==> config.mk <==
export PLATFORM = sky130hd
export DESIGN_NAME = wave_meter
export DESIGN_NICKNAME = d
export VERILOG_FILES = /design/src/rtl/wave_meter.sv
export SDC_FILE = /design/constraint.sdc
export NUM_CORES = 1
export LEC_CHECK = 0
export CAP_MARGIN = 20
export CORE_UTILIZATION = 25
export DETAILED_ROUTE_END_ITERATION = 8
export PLACE_DENSITY_LB_ADDON = 0.3
export SYNTH_ARGS = -nofsm -noshare
export SYNTH_HDL_FRONTEND = slang
export SYNTH_SLANG_ARGS = --single-unit
export TNS_END_PERCENT = 1
==> constraint.sdc <==
create_clock -name clk -period 3.5 [get_ports clk]
set_input_delay 0.7 -clock clk [delete_from_list [all_inputs] [get_ports clk]]
set_output_delay 0.7 -clock clk [all_outputs]
set_load 0.01 [all_outputs]
==> src/rtl/wave_meter.sv <==
// wave_meter: measures the period between successive waveform events and the min/max
// amplitude inside each period. One result per period is offered on a valid/ready handshake.
//   clk        clock
//   rst_n      asynchronous active-low reset
//   enable_i   0: clear measurement state and idle, 1: measure
//   mode_i     0: peak (extremum) detect, 1: rising zero-cross detect
//   wave_i     signed input sample
//   clear_i    clears the sticky overrun_o / timeout_o flags
//   res_valid  result available
//   res_ready  consumer accepts the result when res_valid & res_ready at posedge
//   period_o   clk cycles between the last two events
//   max_o      signed maximum sample in that period, both event samples included
//   min_o      signed minimum sample in that period, both event samples included
//   overrun_o  sticky: an event occurred while a result was still pending
//   timeout_o  sticky: the period counter saturated
module wave_meter #(
    parameter int DATA_WIDTH = 16,
    parameter int PER_WIDTH  = 24
) (
    input  logic                         clk,
    input  logic                         rst_n,
    input  logic                         enable_i,
    input  logic                         mode_i,
    input  logic signed [DATA_WIDTH-1:0] wave_i,
    input  logic                         clear_i,
    output logic                         res_valid,
    input  logic                         res_ready,
    output logic        [PER_WIDTH-1:0]  period_o,
    output logic signed [DATA_WIDTH-1:0] max_o,
    output logic signed [DATA_WIDTH-1:0] min_o,
    output logic                         overrun_o,
    output logic                         timeout_o
);
    typedef enum logic [1:0] {S_IDLE, S_ACQUIRE, S_MEASURE} state_t;

    localparam logic [PER_WIDTH-1:0] CNT_MAX = '1;

    state_t                         state, state_nx;
    logic signed [DATA_WIDTH-1:0]   prev, run_max, run_min, run_max_nx, run_min_nx;
    logic signed [DATA_WIDTH-1:0]   cand_max, cand_min;
    logic        [PER_WIDTH-1:0]    cnt, cnt_nx, cnt_inc;
    logic                           trend_up, trend_up_nx, mode_q;
    logic                           mode_chg, evt, cand, sat, load, ovr_set;

    // prev <= 0 and wave_i > 0, written on sign bits to keep the compare signed
    assign evt      = mode_i ? ((prev[DATA_WIDTH-1] || prev == '0) && !wave_i[DATA_WIDTH-1] && wave_i != '0)
                             : (trend_up && wave_i < prev);
    assign mode_chg = mode_i != mode_q;
    assign cand_max = wave_i > run_max ? wave_i : run_max;
    assign cand_min = wave_i < run_min ? wave_i : run_min;
    // the counter never sits at CNT_MAX while measuring, so this cannot wrap
    assign cnt_inc  = cnt + 1'b1;
    assign load     = cand && (!res_valid || res_ready);
    assign ovr_set  = cand && !load;

    always_comb begin
        state_nx    = state;
        cnt_nx      = cnt;
        run_max_nx  = run_max;
        run_min_nx  = run_min;
        trend_up_nx = wave_i > prev ? 1'b1 : wave_i < prev ? 1'b0 : trend_up;
        cand        = 1'b0;
        sat         = 1'b0;
        if (!enable_i) begin
            state_nx    = S_IDLE;
            cnt_nx      = '0;
            run_max_nx  = '0;
            run_min_nx  = '0;
            trend_up_nx = 1'b0;
        end else if (mode_chg) begin
            state_nx    = S_ACQUIRE;
            trend_up_nx = 1'b0;
        end else begin
            case (state)
                S_IDLE: state_nx = S_ACQUIRE;
                S_ACQUIRE: begin
                    if (evt) begin
                        state_nx   = S_MEASURE;
                        cnt_nx     = {{(PER_WIDTH-1){1'b0}}, 1'b1};
                        run_max_nx = wave_i;
                        run_min_nx = wave_i;
                    end
                end
                S_MEASURE: begin
                    if (evt) begin
                        cand       = 1'b1;
                        cnt_nx     = {{(PER_WIDTH-1){1'b0}}, 1'b1};
                        run_max_nx = wave_i;
                        run_min_nx = wave_i;
                    end else begin
                        cnt_nx     = cnt_inc;
                        run_max_nx = cand_max;
                        run_min_nx = cand_min;
                        // a saturated period is meaningless: flag it and re-arm
                        if (cnt_inc == CNT_MAX) begin
                            sat      = 1'b1;
                            state_nx = S_ACQUIRE;
                        end
                    end
                end
                default: state_nx = S_IDLE;
            endcase
        end
    end

    always_ff @(posedge clk or negedge rst_n) begin
        if (!rst_n) begin
            state     <= S_IDLE;
            prev      <= '0;
            trend_up  <= 1'b0;
            mode_q    <= 1'b0;
            cnt       <= '0;
            run_max   <= '0;
            run_min   <= '0;
            res_valid <= 1'b0;
            period_o  <= '0;
            max_o     <= '0;
            min_o     <= '0;
            overrun_o <= 1'b0;
            timeout_o <= 1'b0;
        end else begin
            state     <= state_nx;
            prev      <= wave_i;
            trend_up  <= trend_up_nx;
            mode_q    <= mode_i;
            cnt       <= cnt_nx;
            run_max   <= run_max_nx;
            run_min   <= run_min_nx;
            if (!enable_i) begin
                res_valid <= 1'b0;
            end else if (load) begin
                res_valid <= 1'b1;
                period_o  <= cnt;
                max_o     <= cand_max;
                min_o     <= cand_min;
            end else if (res_ready) begin
                res_valid <= 1'b0;
            end
            overrun_o <= ovr_set | (overrun_o & ~clear_i);
            timeout_o <= sat | (timeout_o & ~clear_i);
        end
    end
endmodule

### Yosys cells after proc, flatten, opt, wreduce, memory -nomap -nowiden

Index checks and enable logic that the tools add are counted.

| cells by class | value |
|---|---|
| eq/ne operators | 12 |
| add/sub/neg operators | 1 |
| reduce and logical (&&, ||, !) cells | 16 |
| bitwise logic cells | 5 |
| mux-type cells | 39 |
| order comparisons | 4 |

Operators by type and width:

| kind | number |
|---|---|
| $mux 16 | 9 |
| $mux 24 | 4 |
| $pmux 16 s2 | 2 |
| $pmux 24 s2 | 1 |
| $gt 16x16->1 | 2 |
| $lt 16x16->1 | 2 |
| $add 24x1->24 const B | 1 |
| $eq 24x24->1 const B | 1 |
| $mux 1 | 17 |
| $logic_not 16->1 | 1 |
| $reduce_bool 16->1 | 1 |
| $ne 4x4->1 const B | 3 |
| $mux 2 | 5 |
| $ne 3x1->1 const B | 2 |
| $pmux 2 s3 | 1 |
| $reduce_and 3->1 | 2 |
| $logic_and 1x1->1 | 5 |
| $ne 4x1->1 const B | 1 |
| $logic_not 1->1 | 3 |
| $ne 3x3->1 const B | 1 |
| $and 1x1->1 | 2 |
| $eq 2x1->1 const B | 1 |
| $eq 2x2->1 const B | 1 |
| $logic_not 2->1 | 1 |
| 6 further kinds | 8 |

| storage, ports and cells | value |
|---|---|
| output and inout port bits | 59 |
| bits of input ports | 22 |
| register bits after elaboration | 135 |
| logic and storage cells | 90 |

### Depth between registers and ports, before layout

| logic depth | value |
|---|---|
| depth in word-level cells | 13 |
| depth in mapped cells | 13 |
| gate-level depth less buffers | 10 |

### Least setup slack after synthesis

No wires, ideal clock.

| timing | value |
|---|---|
| path kind | input to register |
| start point | in wave_i[5] |
| end point | reg period_o[10] |
| slack | 0.512 ns |
| arrival | 2.863 ns |
| path buffers | 2 |
| data required time | 3.375 ns |
| cell stages on the path | 10 |
| setup time | 0.125 ns |
| cells stage by stage | ha_1 a21oi_1 o21ai_0 a211oi_1 nand4_1 and3_1 buf_6 nor3_4 buf_2 mux2_2 |

| between the ends | value |
|---|---|
| word-level cells in the longest chain between the ends | 9 |
| elaborated cells on any way between the ends | 11 |
| those cells by class | order compare (1); mux (5); reduce/logical (5) |

RTL lines:

| element | RTL line | RTL |
|---|---|---|
| start, declared | 24 | `input logic signed [DATA_WIDTH-1:0] wave_i,` |
| $lt 16x16->1 / $reduce_bool 16->1 (equally long branches) | 47, 46 |  |
| $logic_and 1x1->1 (on tied branches) | 47, 46 |  |
| $mux 1 * | 46 | `assign evt = mode_i ? ((prev[DATA_WIDTH-1] \|\| prev == '0) && !wave_i[DATA_WIDTH-1] && wave_i != '0)` |
| $mux 1 * | 85 | `if (evt) begin` |
| $mux 1 * | 74 | `case (state)` |
| $mux 1 * | 70 | `end else if (mode_chg) begin` |
| $mux 1 * | 64 | `if (!enable_i) begin` |
| $logic_and 1x1->1 * | 53 | `assign load = cand && (!res_valid \|\| res_ready);` |
| $reduce_and 2->1 (no line) * | -- |  |
| end signal, assigned | 133 | `period_o <= cnt;` |
| end, declared | 28 | `output logic [PER_WIDTH-1:0] period_o,` |

Every way passes the cells marked *; elsewhere a longest branch is shown, timed or not.
A chain may end at the register's enable or synchronous reset.

### Worst setup path after layout

| timing | value |
|---|---|
| start point | in wave_i[15] |
| end point | reg period_o[23] |

| between the ends | value |
|---|---|
| word-level cells in the longest chain between the ends | 10 |
| elaborated cells on any way between the ends | 13 |
| those cells by class | order compare (1); mux (5); reduce/logical (7) |

RTL lines:

| element | RTL line |
|---|---|
| branches (longest 3 deep; another with $lt 16x16->1) | -- |
| $mux 1 * | 46 |
| $mux 1 * | 85 |
| $mux 1 * | 74 |
| $mux 1 * | 70 |
| $mux 1 * | 64 |
| $logic_and 1x1->1 * | 53 |
| $reduce_and 2->1 (no line) * | -- |

Every way passes the cells marked *.

==> flow_summary_export.csv <==
group,metric,value,unit
status,outcome,"finished, final reports clean",
critical_path,worstSetupPathType,"primary input to flop",
yosys,synthXorXnorAreaFrac,0.593,%
sta,hold_slack,260,ps
clock_tree,htree_levels,4,
critical_path,start_kind,"primary input",
sta,post-route-period-util,94.0,%
critical_path,crit_fanout,25,
critical_path,crit_start,"wave_i[15]",
die,die_area,0.0302,mm^2
layout,instances_no_fill,1288,
sta,worst_slew_pin_slew,669,ps
sta,finalSetupTns,0,ps
yosys,syn_area,0.00739,mm^2
die,pin_count,81,
clock_tree,clk_latency,430,ps
clock_tree,postCtsSetupBuffers,0,
placed_design,post-place-ws,-395,ps
sta,layout_setup_ws,210,ps
routing,ant_nets,0,
yosys,synth_seq_cells,135,
die,core_area,0.0289,mm^2
placed_design,hpwl,15.6,mm
yosys,ys_seq_area_share,45.7,%
global_routing,overflow,0,
clock_tree,clock-root-buffer,"clkbuf_16",
yosys,synth_area_leaders,"dfrtp_1 (46%), ha_1 (8.3%), a21oi_1 (6.2%)",
routing,post_drt_wl_per_cell,16.2,um
critical_path,path_cells,"clkdlybuf4s50_1 > ha_1 > nand4_1 > o21bai_1 > a211o_1 > and3_1 > buf_4 > nor3_4 > buf_12 > mux2_2",
yosys,synth_top_family_by_area,"compound AO/OA/AOI/OAI gates",
yosys,synthArstFlopShare,100,%
critical_path,worst-endpoint-required,3800,ps
clock_tree,cts_buffer_depth,2,
yosys,syn_area_per_cell,9.76,um^2
layout,design_area,0.00970,mm^2
placed_design,place_inst,1256,
placed_design,globalplace.congestion,0.867,
placed_design,placed_area,0.00910,mm^2
clock_tree,cts_tree,"done",
layout,final_cell_mix,"dfrtp_1 (135), a21oi_1 (91), clkdlybuf4s50_1 (79)",
layout,drive_gt1_share,16.4,%
routing,drtIter0Drc,419,
clock_tree,clkTransAtPathRegs,60,ps
die,initial_core_util,25.6,%
power,vdd_ir_drop_max,0.289,mV
yosys,synth-compound-area-share,17.4,%
routing,drc_errors,0,
routing,wl,20.9,mm
critical_path,r2r_start,"cnt[1]",
die,die_height,174,um
yosys,syn-num-nets,828,
critical_path,worstSetupEndpointType,"flop",
critical_path,slowest_delay,520,ps
min_path,hold_path_class,"primary input to async pin",
job,cap_violations,0,
global_routing,track_usage,14.4,%
yosys,yosys.area_share.simple,13.6,%
yosys,ys.warnings.count,0,
yosys,synth_edf_count,0,
sta,report.final.slew_viol_count,0,
sta,setup_viol,0,
die,die_x,174,um
clock_tree,numCtsBuffers,17,
yosys,syn_inst,757,
sta,rsz0062_at_grt,"false",
yosys,netlist.area_leader.share,45.7,%
yosys,ys.flop_type,"dfrtp_1",
clock_tree,ctsHoldBuffers,0,
clock_tree,post_cts_resized,0,
critical_path,arrival,3590,ps
placed_design,io_buffer_count,80,
sta,max_freq,304,MHz
sta,finalClockSkew,18.5,ps
sta,relSlewSlack,55.4,%
routing,vias,6121,
power,p_leak,0.00421,uW
yosys,synthAdderAreaFrac,8.30,%
global_routing,grt_max_degree,66,
global_routing,grt_pass1_vias,6109,
sta,hold_viol,0,
critical_path,cp_slowest_cell,"clkdlybuf4s50_1",
die,row_count,62,
layout,diodes,0,
sta,finalCriticalPeriod,3290,ps
layout,area_growth,31.3,%
global_routing,antenna_found_initial,1,
routing,first_pass_iters,5,
yosys,synthMuxAreaShare,8.42,%
yosys,yosysTopAreaCell,"dfrtp_1",
global_routing,grt_pass1_wl,34.2,mm
layout,final_common_cell,"dfrtp_1",
clock_tree,cts.sinks,135,
layout,nNetsFinal,962,
yosys,synth.distinct_cells,64,
routing,routed_via_density,4.75,
power,p_per_area,398,mW/mm^2
[sequential cells by signal, indices dropped and copies added, names as in the netlist]
| signal | flops |
|---|---|
| cnt | 24 |
| period_o | 24 |
| max_o | 16 |
| min_o | 16 |
| prev | 16 |
| run_max | 16 |
| run_min | 16 |
| state | 2 |
| mode_q | 1 |
| overrun_o | 1 |
| res_valid | 1 |
| timeout_o | 1 |
| trend_up | 1 |
[where the power goes]
group | leakage (uW) | internal [uW] | switching (uW)
Sequential | 0.00184 | 1600 | 28.2
Clock | 0.000280 | 1010 | 747
Combinational | 0.00210 | 211 | 267
Total | 0.00421 | 2820 | 1040
[layout make-up]
type	count	area [um^2]
Clock buffer	18	439
Clock inverter	14	140
Fill cell	3014	19200
Inverter	60	225
Multi-Input combinational cell	525	3600
Sequential cell	135	3380
Tap cell	384	480
Timing Repair Buffer	152	1430
[through the flow]
stage	util (%)	total power, uW
floorplan	-	1870
global placement	31.5	2130
detailed placement	31.5	2130
CTS	33.5	3910
global route	33.6	4040
finish	33.6	3860
[cells in the mapped netlist (11+ instances only)]
library cell	count
a21oi_1	91
a22o_1	17
a31oi_1	26
buf_2	16
dfrtp_1	135
ha_1	49
inv_1	60
mux2_2	25
mux2i_1	34
nand2_1	46
nand3_1	21
nor2_1	62
nor3_1	11
o21ai_0	36
[path summary, 6_finish.rpt]
path | end | slack [ps] | cells past startpoint
max | period_o[23] | 210 | 10
min | period_o[3] | 260 | 1
max reg2reg | state[0] | 620 | 8
min reg2reg | period_o[8] | 500 | 1
max in group asynchronous | period_o[20] | 2480 | 2
min in group clk | period_o[8] | 500 | 1
[worst max-delay path: cells and delay by family]
kind / cells / cell delay (ps)
buf+inv: 3 / 900
simple gates: 3 / 640
compound gates: 2 / 610
fa+ha+maj: 1 / 380
mux: 1 / 340
[logic make-up (layout without fill, tap and decap cells)]
kind of cell | after synthesis | count (layout)
AOI/OAI and AO/OA | 211 | 211
xor gates and xnor gates | 5 | 5
adders and majority gates | 49 | 49
buffers and inverters | 97 | 244
DFF | 135 | 135
muxes | 59 | 59
and+or+nand+nor | 201 | 201
[layer usage]
layer / vias up / wire, um / share of wire (%) / GRT usage (%)
li1: 2995 / - / - / -
met5: - / 8 / 0.038 / 0
met3: 16 / 939 / 4.5 / 3.15
met4: 2 / 166 / 0.79 / 3.22
met2: 140 / 9930 / 47 / 23.4
met1: 2968 / 9880 / 47 / 19.5
(Power assumes the default switching activity.)
